`src/rtl/trng_uart_pkg.sv`:
```
// Shared types and constants for the TRNG UART receive path.
package trng_uart_pkg;

  localparam int UART_DATA_BITS            = 8;
  localparam int UART_DEFAULT_CLKS_PER_BIT = 87;

  typedef enum logic [2:0] {
    IDLE,
    START,
    DATA,
    STOP,
    WAIT_HI
  } rx_state_t;

endpackage

```
`src/rtl/trng_rx_fifo.sv`:
```
// Small synchronous FIFO holding received bytes; extra pointer MSB tells full from empty.
module trng_rx_fifo #(
  parameter int WIDTH = 8,
  parameter int DEPTH = 4
) (
  input  logic             clk,
  input  logic             rst,
  input  logic             push,
  input  logic [WIDTH-1:0] push_data,
  input  logic             pop,
  output logic [WIDTH-1:0] head,
  output logic             full,
  output logic             empty
);

  localparam int AW = $clog2(DEPTH);

  logic [AW:0]      wr_ptr;
  logic [AW:0]      rd_ptr;
  logic [WIDTH-1:0] mem [DEPTH];
  logic             wr_en;
  logic             rd_en;

  assign empty = (wr_ptr == rd_ptr);
  assign full  = (wr_ptr[AW] != rd_ptr[AW]) && (wr_ptr[AW-1:0] == rd_ptr[AW-1:0]);
  assign rd_en = pop && !empty;
  // A pop in the same cycle frees the slot a full FIFO needs for the push.
  assign wr_en = push && (!full || rd_en);
  assign head  = mem[rd_ptr[AW-1:0]];

  always_ff @(posedge clk) begin
    if (rst) begin
      wr_ptr <= '0;
      rd_ptr <= '0;
      for (int i = 0; i < DEPTH; i++) mem[i] <= '0;
    end else begin
      if (wr_en) begin
        mem[wr_ptr[AW-1:0]] <= push_data;
        wr_ptr              <= wr_ptr + 1'b1;
      end
      if (rd_en) rd_ptr <= rd_ptr + 1'b1;
    end
  end

endmodule

```
`src/rtl/trng_uart_rx.sv`:
```
// UART 8N1 receiver for the TRNG serial stream: synchroniser, bit FSM and byte FIFO.
module trng_uart_rx
  import trng_uart_pkg::*;
#(
  parameter int CLKS_PER_BIT = UART_DEFAULT_CLKS_PER_BIT,
  parameter int FIFO_DEPTH   = 4
) (
  input  logic                      clk_sys,
  input  logic                      rst,
  input  logic                      rx_serial,
  output logic [UART_DATA_BITS-1:0] o_data,
  output logic                      o_valid,
  input  logic                      i_ready,
  output logic                      o_frame_err,
  output logic                      o_overrun,
  output logic                      o_busy
);

  localparam int              CW       = $clog2(CLKS_PER_BIT);
  localparam logic [CW-1:0]   HALF     = CW'((CLKS_PER_BIT - 1) / 2);
  localparam logic [CW-1:0]   LAST     = CW'(CLKS_PER_BIT - 1);
  localparam logic [2:0]      LAST_BIT = 3'(UART_DATA_BITS - 1);

  rx_state_t                 state;
  rx_state_t                 state_nxt;
  logic                      rx_meta;
  logic                      rx_s;
  logic [CW-1:0]             cnt;
  logic [2:0]                bit_idx;
  logic [UART_DATA_BITS-1:0] shift;
  logic                      cnt_clr;
  logic                      shift_en;
  logic                      push;
  logic                      frame_err_nxt;
  logic                      fifo_full;
  logic                      fifo_empty;
  logic                      pop;

  // Both flops reset high so a line held low through reset still looks like a fresh start edge.
  always_ff @(posedge clk_sys) begin
    if (rst) begin
      rx_meta <= 1'b1;
      rx_s    <= 1'b1;
    end else begin
      rx_meta <= rx_serial;
      rx_s    <= rx_meta;
    end
  end

  always_ff @(posedge clk_sys) begin
    if (rst) state <= IDLE;
    else     state <= state_nxt;
  end

  always_comb begin
    state_nxt     = state;
    cnt_clr       = 1'b0;
    shift_en      = 1'b0;
    push          = 1'b0;
    frame_err_nxt = 1'b0;
    case (state)
      IDLE: begin
        cnt_clr = 1'b1;
        if (!rx_s) state_nxt = START;
      end
      START: begin
        if (cnt == HALF) begin
          cnt_clr   = 1'b1;
          state_nxt = rx_s ? IDLE : DATA;
        end
      end
      DATA: begin
        if (cnt == LAST) begin
          cnt_clr  = 1'b1;
          shift_en = 1'b1;
          if (bit_idx == LAST_BIT) state_nxt = STOP;
        end
      end
      STOP: begin
        if (cnt == LAST) begin
          cnt_clr = 1'b1;
          if (rx_s) begin
            push      = 1'b1;
            state_nxt = IDLE;
          end else begin
            frame_err_nxt = 1'b1;
            state_nxt     = WAIT_HI;
          end
        end
      end
      WAIT_HI: begin
        cnt_clr = 1'b1;
        if (rx_s) state_nxt = IDLE;
      end
      default: state_nxt = IDLE;
    endcase
  end

  always_ff @(posedge clk_sys) begin
    if (rst) begin
      cnt         <= '0;
      bit_idx     <= '0;
      shift       <= '0;
      o_frame_err <= 1'b0;
      o_overrun   <= 1'b0;
    end else begin
      cnt <= cnt_clr ? '0 : cnt + 1'b1;
      if (state == IDLE)  bit_idx <= '0;
      else if (shift_en)  bit_idx <= bit_idx + 1'b1;
      if (shift_en) shift <= {rx_s, shift[UART_DATA_BITS-1:1]};
      o_frame_err <= frame_err_nxt;
      o_overrun   <= push && fifo_full && !pop;
    end
  end

  assign pop     = o_valid && i_ready;
  assign o_valid = !fifo_empty;
  assign o_busy  = (state != IDLE);

  trng_rx_fifo #(
    .WIDTH(UART_DATA_BITS),
    .DEPTH(FIFO_DEPTH)
  ) u_fifo (
    .clk      (clk_sys),
    .rst      (rst),
    .push     (push),
    .push_data(shift),
    .pop      (pop),
    .head     (o_data),
    .full     (fifo_full),
    .empty    (fifo_empty)
  );

endmodule
```
`config.mk`:
```
export PLATFORM = sky130hd
export DESIGN_NAME = trng_uart_rx
export DESIGN_NICKNAME = d
export VERILOG_FILES = /design/src/rtl/trng_uart_pkg.sv /design/src/rtl/trng_rx_fifo.sv /design/src/rtl/trng_uart_rx.sv
export SDC_FILE = /design/constraint.sdc
export NUM_CORES = 1
export LEC_CHECK = 0
export CAP_MARGIN = 20
export CORE_ASPECT_RATIO = 1.1
export CORE_UTILIZATION = 30
export CTS_CLUSTER_DIAMETER = 30
export DETAILED_ROUTE_END_ITERATION = 7
export GPL_TIMING_DRIVEN = 0
export SYNTH_ARGS = -nofsm -noshare
export SYNTH_HDL_FRONTEND = slang
export SYNTH_SLANG_ARGS = --single-unit
```
`constraint.sdc`:
```
create_clock -name clk_sys -period 2.4 [get_ports clk_sys]
set_clock_uncertainty 0.15 [all_clocks]
set_input_delay 0.36 -clock clk_sys [delete_from_list [all_inputs] [get_ports clk_sys]]
set_output_delay 0.36 -clock clk_sys [all_outputs]
set_load 0.05 [all_outputs]
```
=== Word level (Yosys, flattened, before mapping) ===
Memory sizes are Yosys's and may differ from the RTL's. A register that Yosys moved wholly into a read port is not among the register bits.
Cells that the tools add are included.

* $add $sub $neg: 4
* Equal/unequal tests: 16
* Mux-type cells: 27
* Bitwise gates (word level): 2
* Reduce and logical (&&, ||, !) cells: 19

{| class="wikitable"
|+ Operators with widths
! operator !! number
|-
| $mux 3 || 7
|-
| $pmux 3 s5 || 1
|-
| $mux 1 || 13
|-
| $ne 2x2->1 const B || 6
|-
| $add 3x1->3 const B || 3
|-
| $mux 2 || 4
|-
| $mux 8 || 1
|-
| $reduce_or 2->1 || 4
|-
| $reduce_or 8->1 || 1
|-
| $add 7x1->7 const B || 1
|-
| $eq 7x6->1 const B || 1
|-
| $eq 7x7->1 const B || 1
|-
| $eq 3x2->1 const B || 2
|-
| $eq 3x3->1 const B || 2
|-
| $logic_and 1x1->1 || 6
|-
| $reduce_and 6->1 || 1
|-
| $eq 3x1->1 const B || 1
|-
| $eq 3x3->1 || 1
|-
| $logic_not 1->1 || 3
|-
| $logic_not 3->1 || 1
|-
| $pmux 1 s3 || 1
|-
| $reduce_bool 3->1 || 1
|-
| $reduce_or 3->1 || 1
|-
| $eq 2x2->1 || 1
|-
| other kinds (3) || 4
|}

* Register bits: 31
* RAM bits: 32
* Logic and storage cells: 79
* Memories: 1

{| class="wikitable"
|+ Memory list
! name !! words !! width !! read ports !! clocked after memory_dff !! write ports !! RTL line !! text
|-
| u_fifo.mem || 4 || 8 || 1 || 1 || 4 || trng_rx_fifo.sv:20 || <nowiki>logic [WIDTH-1:0] mem [DEPTH];</nowiki>
|}

=== Depth between registers and ports, before layout ===
Gate-level depths: netlist (run 1).

* Depth after elaboration: 11
* Mapped depth: 7

=== By module ===
Synthesis (run 1) repeated with hierarchy kept, for this count alone.

* Cell total of the unflattened synthesis: 268
* Area, all modules: 3041.7 sq um

{| class="wikitable"
|+ Modules (own cells, without submodules)
! module !! times used !! cells an instance !! area each (sq um) !! sequential area each (sq um)
|-
| trng_rx_fifo || 1 || 144 || 1921.8 || 1121.1
|-
| trng_uart_rx || 1 || 124 || 1119.8 || 500.5
|}

=== Worst setup path before layout (run 1) ===
Ideal clock, no wire load.

* Path kind: register to register
* Start point: register u_fifo.wr_ptr[1]
* End point: memory u_fifo.mem[3][0], enable pin
* Library setup time: 262 ps
* Data arrival time: 1552 ps
* Data required time: 1988 ps
* Slack: 436 ps
* Stages on the path, launching flop included: 5
* Buffers on the path: 0
* Clock period less this slack: 1964 ps
* Cells stage by stage: dfxtp_1 -> xor2_2 -> o41ai_1 -> nor2_2 -> a31o_2

{| class="wikitable"
|+ RTL lines
! what !! RTL line !! text
|-
| from (decl) || trng_rx_fifo.sv:18 || <nowiki>logic [AW:0] wr_ptr;</nowiki>
|-
| from (signal assigned) || trng_rx_fifo.sv:39 || <nowiki>wr_ptr <= wr_ptr + 1'b1;</nowiki>
|-
| to (decl) || trng_rx_fifo.sv:20 ||
|}

=== Final worst setup path (run 1) ===
* Start point: register state[2]
* End point: output port o_busy

* Cells in the longest elaborated chain, start to end: 1

{| class="wikitable"
|+ RTL lines
! what !! RTL line !! text
|-
| from (decl) || trng_uart_rx.sv:24 || <nowiki>rx_state_t state;</nowiki>
|-
| from (signal assigned) || trng_uart_rx.sv:52 || <nowiki>else state <= state_nxt;</nowiki>
|-
| $reduce_bool 3->1 || trng_uart_rx.sv:118 || <nowiki>assign o_busy = (state != IDLE);</nowiki>
|-
| to (decl) || trng_uart_rx.sv:16 || <nowiki>output logic o_busy</nowiki>
|}

No other way between the ends.

==> impl_metrics.sql, run 1 <==
INSERT INTO impl_metrics (metric_group, metric, value, unit) VALUES
('setup_path', 'setup.worst_path.class', 'flop to output port', ''),
('cells_and_area', 'fin_cells', '381', ''),
('yosys', 'synth_top_cells_by_count', 'sky130_fd_sc_hd__dfxtp_1, sky130_fd_sc_hd__edfxtp_1, sky130_fd_sc_hd__nor2_1', ''),
('setup_path', 'end_kind', 'output port', ''),
('sta', 'rsz0062_at_grt', 'false', ''),
('setup_path', 'regToRegEndpoint', 'u_fifo.mem[2][6]', ''),
('grt', 'grt-ovfl-total', '0', ''),
('setup_path', 'worst_setup_path_startpoint', 'state[2]', ''),
('yosys', 'sequential_area_share_after_synthesis', '55.3', '%'),
('placed_design', 'place_area', '3230', 'um2'),
('yosys', 'synthesis.yosys.warnings', '0', ''),
('power', 'p_leak', '1.41', 'nW'),
('yosys', 'synth_cell_type_count', '44', ''),
('floorplanning', 'placement_row_count', '37', ''),
('cells_and_area', 'finish.instance_area', '3430', 'um2'),
('route', 'drt_iter0_markers', '69', ''),
('yosys', 'synth_nets', '245', ''),
('hold_path', 'hold-path-cell-count', '1', ''),
('sta', 'setup_violations_final', '0', ''),
('hold_path', 'holdCritStartpoint', 'rx_meta', ''),
('placed_design', 'hpwlAfterDp', '3.58', 'mm'),
('setup_path', 'regToRegSetupSlack', '150', 'ps'),
('floorplanning', 'dieWidth', '96.2', 'um'),
('sta', 'max_freq', '0.439', 'GHz'),
('route', 'vias_per_cell', '4.81', ''),
('grt', 'grt_start_max_net_pins', '13', ''),
('setup_path', 'cp_data_required_time', '1890', 'ps'),
('setup_path', 'cp_slowest_stage_delay', '540', 'ps'),
('floorplanning', 'core', '9440', 'um2'),
('yosys', 'synthMostInstantiatedCell', 'sky130_fd_sc_hd__dfxtp_1', ''),
('job', 'timing.max_cap.violations', '0', ''),
('power', 'power_per_cell_area', '675', 'nW/um2'),
('setup_path', 'critical_path_arrival', '1770', 'ps'),
('grt', 'antenna_found_initial', '0', ''),
('outcome', 'run_status', 'complete, no violations', ''),
('floorplanning', 'design.die.area', '10200', 'um2'),
('grt', 'vias_in_the_first_global_route', '1861', ''),
('route', 'drt_pass1_iterations', '4', ''),
('route', 'avgRoutedWirePerCell', '14.2', 'um'),
('sta', 'timing.final.hold_violations', '0', ''),
('sta', 'setup_tns', '0', 'ps'),
('yosys', 'synth_area_leader_cell', 'sky130_fd_sc_hd__edfxtp_1', ''),
('hold_path', 'worst_hold_path.endpoint', 'rx_s', ''),
('floorplanning', 'die-height', '106', 'um'),
('clock_tree', 'clock_tree.htree_level_count', '3', ''),
('clock_tree', 'cts_sinks', '65', ''),
('yosys', 'syn-instance-count', '235', ''),
('setup_path', 'cp_slowest_cell', 'sky130_fd_sc_hd__dlygate4sd2_1', ''),
('setup_path', 'cp_cell_sequence', 'clkbuf_1, or3_1, dlygate4sd2_1', ''),
('clock_tree', 'clk_transition_reported_paths', '70', 'ps'),
('hold_path', 'holdCritPathClass', 'flop to flop', ''),
('clock_tree', 'holdBufCountCts', '0', ''),
('sta', 'worst_hold_slack', '259', 'ps'),
('yosys', 'mappedNetlistArea', '2930', 'um2'),
('yosys', 'async_flop_share', '0', '%'),
('sta', 'maxSlewHeadroom', '54.3', '%'),
('cells_and_area', 'fin_nets', '269', ''),
('cells_and_area', 'proportion_of_layout_cells_with_a_drive_suffix_above_1', '17.0', '%'),
('clock_tree', 'ctsLongestPathBuffers', '2', ''),
('setup_path', 'timing.critical_path.from_type', 'flop', ''),
('sta', 'max_slew.worst_pin.slew', '684', 'ps'),
('power', 'vdd_drop_max', '0.301', 'mV'),
('placed_design', 'io_buffers', '15', ''),
('route', 'vias', '1832', ''),
('yosys', 'postSynth.topFlopCell', 'sky130_fd_sc_hd__dfxtp_1', ''),
('placed_design', 'cell_count_after_placement', '367', ''),
('sta', 'min_period_over_period', '94.9', '%'),
('placed_design', 'place.gp.congestion', '0.794', ''),
('clock_tree', 'cts_buffers', '9', ''),
('route', 'wirelength', '5.39', 'mm'),
('setup_path', 'timing.critical_path.buf_inv', '2', '');
how the worst max path moves through the flow:
stage / to / cells past startpoint / slack (ps)
floorplan: u_fifo.mem[3][0] / 4 / 440
global placement: u_fifo.mem[0][3] / 4 / -330
detailed placement: o_data[7] / 3 / -340
CTS: u_fifo.mem[0][4] / 4 / 50
global route: u_fifo.mem[3][7] / 4 / 5
finish: o_busy / 3 / 120
placed cells by master (no fill, tap or decap), types with 3 or more instances in the layout:
cell type	netlist	routed
sky130_fd_sc_hd__xor2_1	8	8
sky130_fd_sc_hd__inv_1	3	3
sky130_fd_sc_hd__buf_6	3	3
sky130_fd_sc_hd__clkdlybuf4s50_1	0	5
sky130_fd_sc_hd__o21ai_0	3	3
sky130_fd_sc_hd__dlygate4sd2_1	0	9
sky130_fd_sc_hd__mux4_2	8	8
sky130_fd_sc_hd__a211oi_1	3	3
sky130_fd_sc_hd__clkbuf_8	0	9
sky130_fd_sc_hd__nand2_1	3	3
sky130_fd_sc_hd__nor2_1	29	29
sky130_fd_sc_hd__nand3_1	5	5
sky130_fd_sc_hd__and2_1	9	9
sky130_fd_sc_hd__or3_1	4	4
sky130_fd_sc_hd__and3_1	25	25
sky130_fd_sc_hd__clkbuf_1	6	4
sky130_fd_sc_hd__xnor2_1	3	3
sky130_fd_sc_hd__edfxtp_1	32	32
sky130_fd_sc_hd__ha_1	6	6
sky130_fd_sc_hd__dfxtp_1	33	31
sky130_fd_sc_hd__nand2b_1	3	3
sky130_fd_sc_hd__nor2b_1	3	3
sky130_fd_sc_hd__mux2i_1	13	13
metal layers:
layer / vias to the layer above / global-route usage (%) / wire (um)
li1: 906 / - / -
met1: 862 / 13.7 / 2400
met2: 45 / 19.3 / 2580
met3: 19 / 3.90 / 222
met4: 0 / 7.78 / 194
met5: - / 0 / 0
worst register-to-register path: cells and delay by family (launching register included):
family / cells / cell delay (ps)
AO/OA/AOI/OAI: 1 / 400
adder cells (fa/ha/maj): 1 / 130
buffers and inverters: 1 / 60
flip-flops: 1 / 340
AND/OR/NAND/NOR: 3 / 830
registers in the layout, indices dropped and copies added (netlist names), named ones only:
signal         cells
u_fifo.mem        32
shift              8
cnt                7
bit_idx            3
state              3
u_fifo.rd_ptr      3
u_fifo.wr_ptr      3
o_frame_err        1
o_overrun          1
rx_meta            1
rx_s               1
cells by family after synthesis:
logic type,Yosys count,synth area share (%)
and+or+nand+nor,96,19.2
xor gates and xnor gates,13,4.40
AOI/OAI and AO/OA,18,4.65
adders and majority gates,6,2.56
DFF,65,55.3
muxes,22,11.1
buffers and inverters,15,2.78
layout make-up:
class / instances / area [um2]
fillers: 942 / 6010
repair buffers: 15 / 134
flip-flops and latches: 65 / 1630
clock inverters: 7 / 93.8
well taps: 117 / 146
clock buffers: 9 / 124
multi-input cells: 155 / 1230
plain buffers: 10 / 63.8
inverters: 3 / 11.3
per-stage QoR:
stage	total power, W	setup slack [ps]
floorplan	0.00129	436
finish	0.00231	122
global placement	0.00132	-329
detailed placement	0.00133	-342
global route	0.00240	4.74
CTS	0.00234	47.7
power by group:
part / total [W] / internal [W] / switching, W
registers: 0.00120 / 0.00119 / 0.00000940
logic: 0.0000947 / 0.0000308 / 0.0000638
clock network: 0.00102 / 0.000584 / 0.000436
total: 0.00231 / 0.00180 / 0.000509
timing repair:
| action | 4_1_cts | 5_1_grt |
|---|---|---|
| resized for setup | 13 | 6 |
| setup endpoints to repair | 10 | 25 |
| buffers inserted | 0 | 0 |
Note: power is estimated with default switching activity, not from simulation.
==> run 2, diff against run 1 <==
Settings changed: CTS_BUF_LIST set to sky130_fd_sc_hd__clkbuf_16, SYNTH_HIERARCHICAL set to 1.
Clock period 2.4 ns to 2.7 ns, I/O delays scaled along.
==> run 2 against run 1 <==
The flow now finishes with violations (design-rule violations). Via count is 13% higher. Sequential cell count is the same. Sequential share of layout area fell by 3.8 points. Die area is 3.7% higher. Hold slack got worse by 3.2 ps. Clock power increased by 16%. Critical endpoint is now u_fifo/mem[1][7].
==> impl_metrics.sql, run 2 <==
INSERT INTO impl_metrics (metric_group, metric, value, unit) VALUES
('outcome', 'run_status', 'complete, but fails checks', ''),
('outcome', 'failed_checks', 'design-rule violations', ''),
('grt', 'grt_start_max_net_pins', '14', ''),
('yosys', 'synthesis.yosys.warnings', '6', ''),
('setup_path', 'setup.worst_path.class', 'flop to flop', ''),
('cells_and_area', 'most_frequent_cells_in_the_layout', 'sky130_fd_sc_hd__dfxtp_1, sky130_fd_sc_hd__edfxtp_1, sky130_fd_sc_hd__nor3_1', ''),
('route', 'highest_layer', 'met4', ''),
('clock_tree', 'cts_sinks', '65', ''),
('route', 'metal2_wl', '2.91', 'mm'),
('setup_path', 'worst_r2r_startpoint', 'cnt[0]', ''),
('cells_and_area', 'area_delta_synth_final', '22.2', '%'),
('setup_path', 'worst_setup_path_startpoint', 'cnt[0]', ''),
('power', 'p_leak', '1.29', 'nW'),
('route', 'vias', '2062', ''),
('clock_tree', 'clock_tree.htree_level_count', '3', ''),
('route', 'wirelength', '5.79', 'mm'),
('setup_path', 'regToRegEndpoint', 'u_fifo/mem[1][7]', ''),
('grt', 'grt_total_usage', '12.3', '%'),
('placed_design', 'dp_slack', '-585', 'ps'),
('power', 'vdd_drop_max', '0.302', 'mV'),
('cells_and_area', 'proportion_of_layout_cells_with_a_drive_suffix_above_1', '21.2', '%'),
('yosys', 'async_flop_share', '0', '%'),
('sta', 'max_freq', '0.395', 'GHz'),
('floorplanning', 'design.die.area', '10500', 'um2'),
('setup_path', 'cp_cell_sequence', 'inv_1, ha_1, nand4bb_4, nor3_2, and3_1, nor2b_2, o41ai_4, buf_6, o21bai_4', ''),
('clock_tree', 'tritoncts', 'yes', ''),
('setup_path', 'end_kind', 'flop', ''),
('sta', 'setup_tns', '0', 'ps'),
('sta', 'maxSlewHeadroom', '64.0', '%'),
('route', 'vias_per_cell', '4.89', ''),
('grt', 'grt-ovfl-total', '0', ''),
('yosys', 'mappedNetlistArea', '3040', 'um2'),
('setup_path', 'critical_path.endpoint', 'u_fifo/mem[1][7]', ''),
('route', 'drt_iter0_markers', '83', ''),
('cells_and_area', 'largest_register_ffs', '32', ''),
('setup_path', 'path_depth_of_the_worst_reg2reg_path', '9', ''),
('sta', 'max_slew.worst_pin.slew', '539', 'ps'),
('yosys', 'synth_area_per_cell', '11.3', 'um2'),
('sta', 'rsz0062_at_grt', 'false', ''),
('floorplanning', 'core', '9840', 'um2'),
('sta', 'setup_violations_final', '0', ''),
('setup_path', 'worstPathMaxFanout', '10', ''),
('yosys', 'netlist_top_cells_area', 'sky130_fd_sc_hd__edfxtp_1, sky130_fd_sc_hd__dfxtp_1, sky130_fd_sc_hd__mux4_2, sky130_fd_sc_hd__nor3_1, sky130_fd_sc_hd__nor2_1', ''),
('yosys', 'yosys_reg_bits', '65', ''),
('hold_path', 'holdCritPathClass', 'flop to flop', ''),
('yosys', 'synth_area_leader_cell', 'sky130_fd_sc_hd__edfxtp_1', ''),
('route', 'drt_pass1_iterations', '8', ''),
('placed_design', 'io_buffers', '15', ''),
('yosys', 'syn-instance-count', '268', ''),
('route', 'detailroute.wirelength.met3', '193', 'um'),
('floorplanning', 'dieWidth', '98.0', 'um'),
('placed_design', 'place.gp.congestion', '0.792', ''),
('clock_tree', 'ctsLongestPathBuffers', '2', ''),
('floorplanning', 'placement_row_count', '38', ''),
('cells_and_area', 'fin_nets', '307', ''),
('floorplanning', 'initial_core_util', '30.9', '%'),
('cells_and_area', 'insertedDiodeCount', '0', ''),
('power', 'post-layout-total-power', '0.00238', 'W'),
('cells_and_area', 'leading_cell_type_in_the_layout_fill_and_taps_excluded', 'sky130_fd_sc_hd__dfxtp_1', ''),
('yosys', 'synth_top_cells_by_count', 'sky130_fd_sc_hd__dfxtp_1, sky130_fd_sc_hd__edfxtp_1, sky130_fd_sc_hd__nor3_1', ''),
('yosys', 'postSynth.topFlopCell', 'sky130_fd_sc_hd__dfxtp_1', ''),
('setup_path', 'cp_slowest_cell', 'sky130_fd_sc_hd__dfxtp_1', ''),
('grt', 'vias_in_the_first_global_route', '2089', ''),
('setup_path', 'timing.critical_path.from_type', 'flop', ''),
('sta', 'timing.final.hold_violations', '0', ''),
('floorplanning', 'floorplan.io_pins', '16', ''),
('route', 'avgRoutedWirePerCell', '13.7', 'um'),
('yosys', 'synth_nets', '278', ''),
('clock_tree', 'clk_transition_reported_paths', '60', 'ps'),
('yosys', 'synthMostInstantiatedCell', 'sky130_fd_sc_hd__dfxtp_1', ''),
('clock_tree', 'clk-insertion-delay-late', '330', 'ps'),
('hold_path', 'holdCritStartpoint', 'rx_meta', ''),
('placed_design', 'hpwlAfterDp', '3.89', 'mm'),
('job', 'timing.max_cap.violations', '0', ''),
('placed_design', 'cell_count_after_placement', '403', ''),
('route', 'drc', '2', ''),
('cells_and_area', 'reg_top3', 'u_fifo/mem (32), shift (8), cnt (7)', ''),
('clock_tree', 'cts_buffers', '9', ''),
('setup_path', 'cp_data_required_time', '2550', 'ps'),
('yosys', 'sequential_area_share_after_synthesis', '53.3', '%'),
('sta', 'min_period_over_period', '93.8', '%'),
('route', 'wirelength_met1', '2.59', 'mm'),
('setup_path', 'regToRegSetupSlack', '170', 'ps'),
('sta', 'final.min_clock_period', '2530', 'ps'),
('cells_and_area', 'fin_cells', '422', ''),
('clock_tree', 'cts-root-buf', 'sky130_fd_sc_hd__clkbuf_16', ''),
('route', 'route.antenna.remaining_nets', '0', ''),
('sta', 'final_critical_path_setup_slack', '166', 'ps'),
('cells_and_area', 'register_name_with_the_most_flops', 'u_fifo/mem', ''),
('yosys', 'synth_cell_type_count', '45', ''),
('setup_path', 'cp_slowest_stage_delay', '330', 'ps'),
('yosys', 'synth_edf_count', '32', ''),
('yosys', 'synthDominantCellAreaShare', '31.6', '%'),
('grt', 'grt_pass1_wl', '9.93', 'mm'),
('cells_and_area', 'fillers', '957', ''),
('sta', 'maxSlewViolCount', '0', ''),
('power', 'power_per_cell_area', '641', 'nW/um2'),
('grt', 'antenna_found_initial', '0', ''),
('floorplanning', 'die-height', '108', 'um'),
('setup_path', 'critical_path_arrival', '2390', 'ps');
## run 2: stage by stage
step           hold WS [ps]  area (um2)  util, %
3_5_place_dp            244        3340     34.0
5_1_grt                 292        3720     37.8
4_1_cts                 257        3680     37.4
6_report                256        3720     37.8
3_3_place_gp            244        3340     34.0
2_1_floorplan           239        3040        -
## run 2: cell type report
type,count,area (um2),share of cell area [%]
clock inverter,7,77.6,2.09
inverter,15,56.3,1.51
buffer,16,101,2.73
tap,120,150,4.04
clock buffer,9,225,6.06
sequential,65,1620,43.6
multi-input combinational,172,1310,35.2
timing repair buffer,18,178,4.78
## run 2: worst min-delay path by stage
stage          cells past startpoint    to  slack, ps
3_5_place_dp                       1  rx_s        240
3_3_place_gp                       1  rx_s        240
5_1_grt                            1  rx_s        290
6_report                           1  rx_s        260
4_1_cts                            1  rx_s        260
2_1_floorplan                      1  rx_s        240
## run 2: cells by family (layout without fill, tap and decap cells)
logic type               after synthesis  count (layout)  synth area share [%]
AND/OR/NAND/NOR                      109             109                  18.8
flip-flops                            65              65                  53.3
AO/OA/AOI/OAI                         31              31                  8.80
buffers and inverters                 31              65                  5.18
XOR/XNOR                              13              13                  3.74
multiplexers                          13              13                  7.69
adder cells (fa/ha/maj)                6               6                  2.47
## run 2: metal layers
| metal | up-vias | GRT usage (%) |
|---|---|---|
| li1 | 1017 | - |
| met1 | 1005 | 13.8 |
| met2 | 31 | 21.6 |
| met3 | 9 | 3.70 |
| met4 | 0 | 5.19 |
| met5 | - | 0 |
## run 2: report_power, final
part	switching [W]	total (W)	internal (W)
sequential	0.0000119	0.00107	0.00106
clock	0.000456	0.00118	0.000724
combinational	0.0000859	0.000137	0.0000509
## run 2: critical path, delay by kind of cell, from the launching register on
family                     cells  cell delay [ps]
and+or+nand+nor                4              870
AOI/OAI and AO/OA              2              420
DFF                            1              330
buffers and inverters          2              240
adders and majority gates      1              200
## run 2: timing repair
action | 4_1_cts | 5_1_grt
pin swaps | 3 | 2
setup buffers | 0 | 3
gates resized for setup | 15 | 2
endpoints found under the setup margin | 33 | 25
hold buffers | 0 | 0
==> run 3, diff against run 2 <==
--- a/config.mk
+++ b/config.mk
@@ -17,2 +17,3 @@
 export SYNTH_HIERARCHICAL = 1
 export SYNTH_SLANG_ARGS = --single-unit
+export TNS_END_PERCENT = 20
==> constraint.sdc (replaced) <==
create_clock -name clk_sys -period 2.7 [get_ports clk_sys]
set_clock_uncertainty 0.15 [all_clocks]
set_input_delay 0.27 -clock clk_sys [delete_from_list [all_inputs] [get_ports clk_sys]]
set_output_delay 0.27 -clock clk_sys [all_outputs]
set_load 0.05 [all_outputs]
==> run 3 against run 2 <==
The flow still finishes with violations (design-rule violations). Setup slack got worse by 63 ps. Sequential power barely moved. Critical endpoint is now o_data[3]. Clock power hardly changed. First-iteration DRC count is 24% lower. Maximum frequency down 2.4%. Register-to-register slack lost 40 ps. Global-route usage hardly changed. Cell count grew 0.24%. Sequential cell count unchanged. Utilization is 0.29 points higher. Sequential share of layout area shrank 0.34 points. Non-clock buffer count up 1.
==> impl_metrics.sql, run 3 (synthesized netlist as in run 2, its figures left out) <==
INSERT INTO impl_metrics (metric_group, metric, value, unit) VALUES
('cells_and_area', 'leading_cell_type_in_the_layout_fill_and_taps_excluded', 'sky130_fd_sc_hd__dfxtp_1', ''),
('setup_path', 'end_kind', 'output port', ''),
('cells_and_area', 'register_name_with_the_most_flops', 'u_fifo/mem', ''),
('job', 'timing.max_cap.violations', '0', ''),
('route', 'drt_pass1_iterations', '8', ''),
('setup_path', 'cp_data_required_time', '2280', 'ps'),
('sta', 'setup_violations_final', '0', ''),
('clock_tree', 'cts-root-buf', 'sky130_fd_sc_hd__clkbuf_16', ''),
('cells_and_area', 'most_frequent_cells_in_the_layout', 'sky130_fd_sc_hd__dfxtp_1, sky130_fd_sc_hd__edfxtp_1, sky130_fd_sc_hd__nor3_1', ''),
('route', 'drc', '2', ''),
('power', 'power_per_cell_area', '638', 'nW/um2'),
('grt', 'grt_pass1_wl', '9.92', 'mm'),
('outcome', 'run_status', 'complete, but fails checks', ''),
('setup_path', 'setup.worst_path.class', 'flop to output port', ''),
('placed_design', 'place.gp.congestion', '0.792', ''),
('power', 'p_sw', '0.000556', 'W'),
('grt', 'grt_total_usage', '12.3', '%'),
('setup_path', 'worstPathMaxFanout', '8', ''),
('cells_and_area', 'largest_register_ffs', '32', ''),
('setup_path', 'critical_path_arrival', '2180', 'ps'),
('route', 'vias', '2038', ''),
('cells_and_area', 'proportion_of_layout_cells_with_a_drive_suffix_above_1', '21.8', '%'),
('sta', 'max_slew.worst_pin.slew', '558', 'ps'),
('cells_and_area', 'area_delta_synth_final', '23.2', '%'),
('power', 'vdd_drop_max', '0.301', 'mV'),
('route', 'avgRoutedWirePerCell', '13.8', 'um'),
('route', 'drt_iter0_markers', '63', ''),
('cells_and_area', 'reg_top3', 'u_fifo/mem (32), shift (8), cnt (7)', ''),
('power', 'power.internal', '0.00183', 'W'),
('floorplanning', 'die-height', '108', 'um'),
('sta', 'maxSlewViolCount', '0', ''),
('floorplanning', 'dieWidth', '98.0', 'um'),
('route', 'vias_per_cell', '4.82', ''),
('sta', 'worst_hold_slack', '256', 'ps'),
('sta', 'timing.final.hold_violations', '0', ''),
('route', 'wirelength', '5.83', 'mm'),
('hold_path', 'holdCritPathClass', 'flop to flop', ''),
('floorplanning', 'initial_core_util', '30.9', '%'),
('clock_tree', 'ctsLongestPathBuffers', '2', ''),
('cells_and_area', 'insertedDiodeCount', '0', ''),
('sta', 'final.min_clock_period', '2600', 'ps'),
('floorplanning', 'floorplan.io_pins', '16', ''),
('grt', 'vias_in_the_first_global_route', '2081', ''),
('floorplanning', 'design.die.area', '10500', 'um2'),
('cells_and_area', 'final_core_utilization', '38.1', '%'),
('sta', 'max_freq', '0.385', 'GHz'),
('sta', 'setup_tns', '0', 'ps'),
('power', 'seqPwrFrac', '44.7', '%'),
('clock_tree', 'clock_tree.htree_level_count', '3', ''),
('clock_tree', 'clk-insertion-delay-late', '330', 'ps'),
('power', 'post-layout-total-power', '0.00239', 'W'),
('clock_tree', 'cts_buffers', '9', ''),
('clock_tree', 'holdBufCountCts', '0', ''),
('grt', 'grt-ovfl-total', '0', ''),
('clock_tree', 'cts_sinks', '65', ''),
('floorplanning', 'core', '9840', 'um2'),
('grt', 'antenna_found_initial', '0', ''),
('grt', 'grt_start_max_net_pins', '14', ''),
('clock_tree', 'clk_transition_reported_paths', '60', 'ps'),
('floorplanning', 'placement_row_count', '38', ''),
('route', 'route.antenna.remaining_nets', '0', ''),
('placed_design', 'hpwlAfterDp', '3.89', 'mm'),
('power', 'power_frac_clock', '49.4', '%'),
('placed_design', 'io_buffers', '15', ''),
('power', 'power.switching_fraction', '23.3', '%'),
('outcome', 'failed_checks', 'design-rule violations', ''),
('sta', 'min_period_over_period', '96.2', '%'),
('setup_path', 'timing.critical_path.from_type', 'flop', ''),
('clock_tree', 'tritoncts', 'yes', ''),
('cells_and_area', 'fin_nets', '308', ''),
('sta', 'maxSlewHeadroom', '62.8', '%'),
('power', 'p_leak', '1.29', 'nW'),
('cells_and_area', 'fillers', '950', ''),
('power', 'combinationalPowerShare', '5.9', '%');
run 3: metal layers:
metal  track usage (%)  part of all wire [%]  up-vias
li1                  -                     -     1019
met1              13.9                    45      989
met2              21.5                    51       21
met3              3.70                   2.7        9
met4              5.19                   1.7        0
met5                 0                     0        -
run 3: timing repair:
| action | 4_1_cts | 5_1_grt |
|---|---|---|
| setup buffers | 0 | 4 |
| pin swaps | 3 | 4 |
| setup endpoints to repair | 24 | 60 |
| gates cloned | 0 | 0 |
| gates resized for setup | 6 | 5 |
run 3: layout make-up:
cell class,count,area [um2],area share [%]
clock buffer,9,225,6.01
sequential,65,1620,43.3
buffer,16,101,2.71
timing repair buffer,19,195,5.21
multi-input combinational,172,1320,35.2
clock inverter,7,77.6,2.07
inverter,15,56.3,1.50
tap,120,150,4.01
run 3: power groups by stage:
stage | sequential [W] | clock [W] | combinational, W
after floorplan | 0.00108 | 0 | 0.0000958
after global placement | 0.00109 | 0 | 0.000133
after detailed placement | 0.00109 | 0 | 0.000134
after CTS | 0.00107 | 0.00121 | 0.000137
after global routing | 0.00107 | 0.00125 | 0.000151
final | 0.00107 | 0.00118 | 0.000141
run 3: worst paths after layout:
kind | startpoint | end | slack [ps] | cells past startpoint
worst min-delay path | rx_meta | rx_s | 260 | 1
worst min register to register | rx_meta | rx_s | 260 | 1
worst max register to register | cnt[0] | u_fifo/mem[1][7] | 130 | 10
worst max-delay path | flop | o_data[3] | 100 | 3
run 3: worst max-delay path, stage by stage, from the launching register on:
cell and delay [ps]:
sky130_fd_sc_hd__dfxtp_1 300, sky130_fd_sc_hd__buf_2 280, sky130_fd_sc_hd__mux4_2 560, sky130_fd_sc_hd__clkdlybuf4s50_1 710
run 3: through the flow:
stage	area, um2	std cells	worst slack [ps]
3_5_place_dp	3340	403	-585
3_3_place_gp	3340	403	-558
6_report	3750	423	104
4_1_cts	3680	419	0.313
2_1_floorplan	3040	268	12.5
5_1_grt	3750	423	-7.53
